File: src/rtl/lc3b_control.sv
// lc3b_types: shared opcode and ALU operation encodings for the LC-3b datapath.
//
// lc3b_control: multicycle Moore control FSM for the LC-3b datapath. It sequences
// fetch, decode and execute for ADD, AND, NOT, BR, JMP, LDR and STR, and owns the
// handshake with the single-ported memory.
//
// Ports
//   i_clk              system clock, rising edge
//   i_reset            asynchronous active-high reset; holds FETCH1 and gates all outputs to 0
//   i_opcode           IR[15:12], sampled in DECODE and CALC_ADDR only
//   i_branch_enable    nzp comparator result, sampled in BR only
//   i_mem_resp         one-cycle memory completion pulse
//   o_load_*           register load enables (PC, IR, regfile, MAR, MDR, CC)
//   o_pcmux_sel        00 PC+2, 01 PC+offset9, 10 BaseR
//   o_storemux_sel     0 SR1 = IR[8:6], 1 SR1 = IR[11:9]
//   o_alumux_sel       0 SR2, 1 sext(offset6)<<1
//   o_regfilemux_sel   0 ALU out, 1 MDR
//   o_marmux_sel       0 ALU out, 1 PC
//   o_mdrmux_sel       0 ALU out, 1 mem_rdata
//   o_aluop            ALU operation
//   o_mem_read/write   memory strobes, held through wait cycles
//   o_mem_byte_enable  2'b11 outside reset (word accesses only)

package lc3b_types;

    typedef logic [3:0] lc3b_opcode;
    typedef logic [2:0] lc3b_aluop;

    localparam lc3b_opcode OpBr  = 4'b0000;
    localparam lc3b_opcode OpAdd = 4'b0001;
    localparam lc3b_opcode OpAnd = 4'b0101;
    localparam lc3b_opcode OpLdr = 4'b0110;
    localparam lc3b_opcode OpStr = 4'b0111;
    localparam lc3b_opcode OpNot = 4'b1001;
    localparam lc3b_opcode OpJmp = 4'b1100;

    localparam lc3b_aluop AluAdd  = 3'b000;
    localparam lc3b_aluop AluAnd  = 3'b001;
    localparam lc3b_aluop AluNot  = 3'b010;
    localparam lc3b_aluop AluPass = 3'b011;

endpackage

module lc3b_control
    import lc3b_types::*;
(
    input  logic       i_clk,
    input  logic       i_reset,
    input  logic [3:0] i_opcode,
    input  logic       i_branch_enable,
    input  logic       i_mem_resp,
    output logic       o_load_pc,
    output logic       o_load_ir,
    output logic       o_load_regfile,
    output logic       o_load_mar,
    output logic       o_load_mdr,
    output logic       o_load_cc,
    output logic [1:0] o_pcmux_sel,
    output logic       o_storemux_sel,
    output logic       o_alumux_sel,
    output logic       o_regfilemux_sel,
    output logic       o_marmux_sel,
    output logic       o_mdrmux_sel,
    output logic [2:0] o_aluop,
    output logic       o_mem_read,
    output logic       o_mem_write,
    output logic [1:0] o_mem_byte_enable
);

    typedef enum logic [3:0] {
        StFetch1   = 4'd0,
        StFetch2   = 4'd1,
        StFetch3   = 4'd2,
        StDecode   = 4'd3,
        StAdd      = 4'd4,
        StAnd      = 4'd5,
        StNot      = 4'd6,
        StBr       = 4'd7,
        StBrTaken  = 4'd8,
        StJmp      = 4'd9,
        StCalcAddr = 4'd10,
        StLdr1     = 4'd11,
        StLdr2     = 4'd12,
        StStr1     = 4'd13,
        StStr2     = 4'd14
    } state_e;

    state_e r_state;

    // State register and transition logic. Memory-wait states hold until i_mem_resp;
    // a response arriving in any other state has no effect.
    always_ff @(posedge i_clk or posedge i_reset) begin
        if (i_reset) begin
            r_state <= StFetch1;
        end else begin
            case (r_state)
                StFetch1: r_state <= StFetch2;
                StFetch2: if (i_mem_resp) r_state <= StFetch3;
                StFetch3: r_state <= StDecode;
                StDecode: begin
                    case (i_opcode)
                        OpAdd:        r_state <= StAdd;
                        OpAnd:        r_state <= StAnd;
                        OpNot:        r_state <= StNot;
                        OpBr:         r_state <= StBr;
                        OpJmp:        r_state <= StJmp;
                        OpLdr, OpStr: r_state <= StCalcAddr;
                        default:      r_state <= StFetch1;  // unimplemented opcode: NOP
                    endcase
                end
                StAdd, StAnd, StNot: r_state <= StFetch1;
                StBr:       r_state <= i_branch_enable ? StBrTaken : StFetch1;
                StBrTaken:  r_state <= StFetch1;
                StJmp:      r_state <= StFetch1;
                StCalcAddr: begin
                    case (i_opcode)
                        OpLdr:   r_state <= StLdr1;
                        OpStr:   r_state <= StStr1;
                        default: r_state <= StFetch1;
                    endcase
                end
                StLdr1: if (i_mem_resp) r_state <= StLdr2;
                StLdr2: r_state <= StFetch1;
                StStr1: r_state <= StStr2;
                StStr2: if (i_mem_resp) r_state <= StFetch1;
                default: r_state <= StFetch1;  // unused encoding recovers to fetch
            endcase
        end
    end

    // Moore output decode. Reset gates everything combinationally so strobes drop
    // in the same cycle a mid-access reset is asserted.
    always_comb begin
        o_load_pc         = 1'b0;
        o_load_ir         = 1'b0;
        o_load_regfile    = 1'b0;
        o_load_mar        = 1'b0;
        o_load_mdr        = 1'b0;
        o_load_cc         = 1'b0;
        o_pcmux_sel       = 2'b00;
        o_storemux_sel    = 1'b0;
        o_alumux_sel      = 1'b0;
        o_regfilemux_sel  = 1'b0;
        o_marmux_sel      = 1'b0;
        o_mdrmux_sel      = 1'b0;
        o_aluop           = AluAdd;
        o_mem_read        = 1'b0;
        o_mem_write       = 1'b0;
        o_mem_byte_enable = 2'b11;

        case (r_state)
            StFetch1: begin
                o_marmux_sel = 1'b1;
                o_load_mar   = 1'b1;
                o_load_pc    = 1'b1;
            end
            StFetch2, StLdr1: begin
                o_mem_read   = 1'b1;
                o_mdrmux_sel = 1'b1;
                o_load_mdr   = 1'b1;
            end
            StFetch3: o_load_ir = 1'b1;
            StAdd: begin
                o_load_regfile = 1'b1;
                o_load_cc      = 1'b1;
            end
            StAnd: begin
                o_aluop        = AluAnd;
                o_load_regfile = 1'b1;
                o_load_cc      = 1'b1;
            end
            StNot: begin
                o_aluop        = AluNot;
                o_load_regfile = 1'b1;
                o_load_cc      = 1'b1;
            end
            StBrTaken: begin
                o_pcmux_sel = 2'b01;
                o_load_pc   = 1'b1;
            end
            StJmp: begin
                o_pcmux_sel = 2'b10;
                o_load_pc   = 1'b1;
            end
            StCalcAddr: begin
                o_alumux_sel = 1'b1;
                o_load_mar   = 1'b1;
            end
            StLdr2: begin
                o_regfilemux_sel = 1'b1;
                o_load_regfile   = 1'b1;
                o_load_cc        = 1'b1;
            end
            StStr1: begin
                o_storemux_sel = 1'b1;
                o_aluop        = AluPass;
                o_load_mdr     = 1'b1;
            end
            StStr2: o_mem_write = 1'b1;
            default: ;
        endcase

        if (i_reset) begin
            o_load_pc         = 1'b0;
            o_load_ir         = 1'b0;
            o_load_regfile    = 1'b0;
            o_load_mar        = 1'b0;
            o_load_mdr        = 1'b0;
            o_load_cc         = 1'b0;
            o_pcmux_sel       = 2'b00;
            o_storemux_sel    = 1'b0;
            o_alumux_sel      = 1'b0;
            o_regfilemux_sel  = 1'b0;
            o_marmux_sel      = 1'b0;
            o_mdrmux_sel      = 1'b0;
            o_aluop           = 3'b000;
            o_mem_read        = 1'b0;
            o_mem_write       = 1'b0;
            o_mem_byte_enable = 2'b00;
        end
    end

endmodule
File: config.mk
export PLATFORM = sky130hd
export DESIGN_NAME = lc3b_control
export DESIGN_NICKNAME = d
export VERILOG_FILES = /design/src/rtl/lc3b_control.sv
export SDC_FILE = /design/constraint.sdc
export NUM_CORES = 1
export LEC_CHECK = 0
export BUFFER_PORTS_ARGS = -buffer_cell sky130_fd_sc_hd__buf_4
export CAP_MARGIN = 20
export CORE_MARGIN = 3
export CORE_UTILIZATION = 30
export DETAILED_ROUTE_END_ITERATION = 12
export RECOVER_POWER = 100
export SLEW_MARGIN = 15
export SYNTH_ARGS = -nofsm -noshare
export SYNTH_HDL_FRONTEND = slang
export SYNTH_SLANG_ARGS = --single-unit
File: constraint.sdc
create_clock -name i_clk -period 2.96 [get_ports i_clk]
set_input_delay 0.148 -clock i_clk [delete_from_list [all_inputs] [get_ports i_clk]]
set_output_delay 0.148 -clock i_clk [all_outputs]
set_load 0.05 [all_outputs]
-- After elaboration in Yosys (flattened, before gate mapping)
Index checks and enable logic that the tools add are counted.
- eq/ne operators: 23
- mux-type cells: 34
- reductions and logical operators: 9
- operators by type and width (kind ; count):
    $eq A4 B4 Y1 const B ; 9
    $pmux W4 S9 ; 1
    $eq A4 B3 Y1 const B ; 7
    $pmux W4 S6 ; 1
    $mux W1 ; 22
    $mux W4 ; 4
    $eq A4 B1 Y1 const B ; 2
    $eq A4 B2 Y1 const B ; 2
    $logic_not A4 Y1 ; 2
    $pmux W4 S2 ; 1
    $ne A2 B2 Y1 const B ; 3
    $pmux W2 S3 ; 1
    $reduce_or A2 Y1 ; 3
    $reduce_or A3 Y1 ; 2
    $mux W2 ; 2
    $pmux W2 S2 ; 1
    $reduce_or A4 Y1 ; 1
    $mux W3 ; 1
    $reduce_and A3 Y1 ; 1
- register bits after elaboration: 4
- bits of input ports: 8
- output and inout port bits: 20
- word-level logic and storage cells: 67

-- Logic depth before layout (Yosys ltp)
- depth in word-level cells: 4
- mapped depth: 6
- gate-level depth less buffers: 4

-- Worst setup path before layout
No wires, ideal clock.
- path kind: input port to output port
- start point: in i_reset
- end point: out o_load_mdr
- arrival time: 2.865 ns
- required time: 2.812 ns
- slack: -0.053 ns
- stages on the path: 4
- path buffers: 0
- cell sequence: inv_1 -> nand2_1 -> nor4_1 -> or2_1
- cells in the longest elaborated chain, start to end: 1
- RTL lines (item ; RTL line ; text):
    from (decl) ; 48 ; input logic i_reset,
    $mux W1 ; 203 ; if (i_reset) begin
    to (decl) ; 56 ; output logic o_load_mdr,
Every way passes these cells.

-- Worst setup path in the final report
Same ends and word-level chain as after synthesis.

==> impl_metrics.tcl <==
set metrics [dict create \
    power_switching_w 0.000366 \
    synth.avg_cell_area_um2 6.81 \
    finalHoldViolations 0 \
    r2r_cells 4 \
    hold_path_class "in2reg" \
    worstReg2RegEnd "r_state[2]$_DFFE_PP0P_" \
    arrival_ns 2.19 \
    worstHoldEndpoint "r_state[3]$_DFFE_PP0P_" \
    diodes 0 \
    postLayoutCoreUtil_pct 38.5 \
    drive_above_1_share_pct 17.2 \
    multi_input_area_um2 484 \
    rsz0062_at_grt "false" \
    die_area_um2 2880 \
    setup_viol 0 \
    synth_seq_cells 4 \
    layout.nets 126 \
    cts_root_buf "clkbuf_4" \
    vias 739 \
    clkSinkCount 4 \
    drc 0 \
    ctsHtreeMaxLevel 1 \
    clock_skew_ns 0.00157 \
    relSlewSlack_pct 58.1 \
    drtPass1Iterations 5 \
    reg.largest.list "r_state (4)" \
    reg2reg_from "r_state[1]$_DFFE_PP0P_" \
    area_growth_pct 16.5 \
    antenna_found_initial 0 \
    final_cell_mix "clkbuf_1, nand2_1, o21ai_0, nor2_1, buf_4" \
    synth_cell_types 45 \
    p_clk_share_pct 11.0 \
    cpMostUsedCell "clkbuf_1" \
    grt_start_max_net_pins 22 \
    critPathRequiredTime_ns 2.81 \
    worstSkewPairLatency_ns 0.23 \
    totalNegativeSetupSlack_ns 0 \
    dpl.hpwl_um 1270 \
    regArea_um2 100 \
    period_needed_ns 2.34 \
    drtAntennaViolNets 0 \
    end_kind "primary output" \
    final_common_cell "clkbuf_1" \
    nFillCells 239 \
    p_seq_share_pct 26.3 \
    synth_warnings 0 \
    largest-register "r_state" \
    io_pins 28 \
    grt_first_pass_wirelength_um 2610 \
    vias_per_cell 5.17 \
    pwr-share-comb_pct 62.7 \
    finalWirelength_um 1730 \
    outcome "completed" \
    path_buf_inv 4 \
    async_reset_ff_share_pct 100 \
    critical_path_class "in2out" \
    switching_share_pct 59.9 \
    die_w_um 53.6 \
    port_buffers 26 \
    largest_register_ff_count 4 \
    slowest_stage "dlygate4sd3_1" \
    cellPowerDensity_nw_per_um2 770 \
    netlist_instances 100 \
    crit_path_max_fanout 11 \
    hold_depth 3 \
    fp-row-count 16 \
    clockBufferDepth 2 \
    routedWlPerCell_um 12.1 \
    core_um2 2060 \
    drt_iter0_markers 14 \
    post_cts_buffers 0 \
    leakage_nw 0.338 \
    grt-ovfl-total 0 \
    grt_usage_pct 12.0 \
    place_congestion 0.738 \
    p_int_w 0.000245 \
    yosys_most_used_dff "dfrtp_1" \
    cp_slowest_stage_delay_ns 0.53 \
    cap_viol_max_count 0 \
    worstHoldStart "i_opcode[2]" \
    critical_path.cell_chain "dlygate4sd3_1 -> clkbuf_1 -> inv_1 -> nand2_1 -> nor4_1 -> or2_1 -> clkbuf_1" \
    syn_nets 108 \
    start_util_pct 33.0 \
    tightest_slew_ns 0.629 \
    period_share_pct 79.0 \
    cts_buffers 3 \
    ys_seq_area_share_pct 14.7 \
    path_clk_slew_ns 0.04 \
    rrSetupSlack_ns 1.26 \
    critPathLaunchType "input port" \
    die_h_um 53.6 \
    synth-edff-count 0 \
    slew_violations 0 \
    grt_pass1_vias 617 \
    peakVddDrop_mv 0.439 \
    fmax_mhz 428 \
    cts_tree "done" \
    syn_area_um2 681 \
    crit_family "buffers and inverters" \
]
[worst reg2reg max path: stages (launching register included)]
cell and delay [ns]:
dfrtp_1 0.63, nor2b_1 0.32, nand4_1 0.14, a221oi_1 0.35, o31a_1 0.19
[kinds of logic after synthesis]
family	synth area share, %
compound gates	24.3
other cells	0.551
simple gates	41.2
xor+xnor	3.86
buf+inv	14.0
flops	14.7
mux	1.47
[metal layers]
| metal | part of all wire, % | GRT usage, % | vias to the layer above |
|---|---|---|---|
| met3 | 7.8 | 1.94 | 2 |
| met5 | 0 | 0 | - |
| met2 | 44 | 20.2 | 28 |
| met4 | 0.93 | 5.11 | 0 |
| li1 | - | - | 381 |
| met1 | 48 | 15.1 | 328 |
[stage by stage]
step	power, W	worst slack, ns	cells	hold WS (ns)	instance area [µm²]
CTS	0.000650	0.897	143	0.231	868
finish	0.000611	0.623	143	0.233	793
floorplan	0.000501	0.415	100	0.128	687
global route	0.000662	0.442	143	0.248	793
global placement	0.000578	1.22	139	0.148	836
detailed placement	0.000576	1.16	139	0.156	836
[power groups by stage]
stage / registers, W / logic, W / clock network [W]
global placement: 0.000160 / 0.000417 / 0
global route: 0.000171 / 0.000415 / 0.0000768
detailed placement: 0.000160 / 0.000416 / 0
finish: 0.000160 / 0.000383 / 0.0000674
floorplan: 0.0000833 / 0.000418 / 0
CTS: 0.000160 / 0.000419 / 0.0000712
[synth_stat cells, types with 2 or more instances]
| master | instances | area, µm² |
|---|---|---|
| nand2_1 | 10 | 37.5 |
| nor2_1 | 9 | 33.8 |
| o21ai_0 | 8 | 40.0 |
| buf_2 | 7 | 35.0 |
| buf_4 | 5 | 37.5 |
| nand3_1 | 5 | 25.0 |
| dfrtp_1 | 4 | 100 |
| inv_1 | 3 | 11.3 |
| nor2b_1 | 3 | 18.8 |
| a21oi_1 | 2 | 10.0 |
| a31oi_1 | 2 | 12.5 |
| and3_1 | 2 | 12.5 |
| and3b_2 | 2 | 20.0 |
| clkbuf_1 | 2 | 7.51 |
| nand3b_1 | 2 | 15.0 |
| nor3_1 | 2 | 10.0 |
| o21a_1 | 2 | 15.0 |
| or2_1 | 2 | 12.5 |
| xor2_1 | 2 | 17.5 |
[final cells by class]
| type | count | share of cell area [%] |
|---|---|---|
| clock buffers | 3 | 2.84 |
| inverters | 4 | 1.89 |
| well taps | 27 | 4.26 |
| multi-input cells | 78 | 61.0 |
| repair buffers | 27 | 17.4 |
| flip-flops and latches | 4 | 12.6 |
[worst max path at each step]
stage               slack [ns]  cells past startpoint                    from         end
floorplan                 0.41                      4                 i_reset  o_load_mar
global placement          1.22                      5  r_state[2]$_DFFE_PP0P_  o_load_mdr
detailed placement        1.16                      5  r_state[3]$_DFFE_PP0P_  o_load_mar
CTS                       0.90                      5  r_state[3]$_DFFE_PP0P_  o_load_mar
global route              0.44                      7                 i_reset  o_load_mdr
finish                    0.62                      7                 i_reset  o_load_mdr
[repair_timing]
| action | in CTS | in global routing |
|---|---|---|
| hold buffers | 1 | 0 |
| resized for setup | 0 | 0 |
| endpoints found under the hold margin | 4 | 0 |
| endpoints found under the setup margin | 0 | 0 |
(Power assumes the default switching activity.)
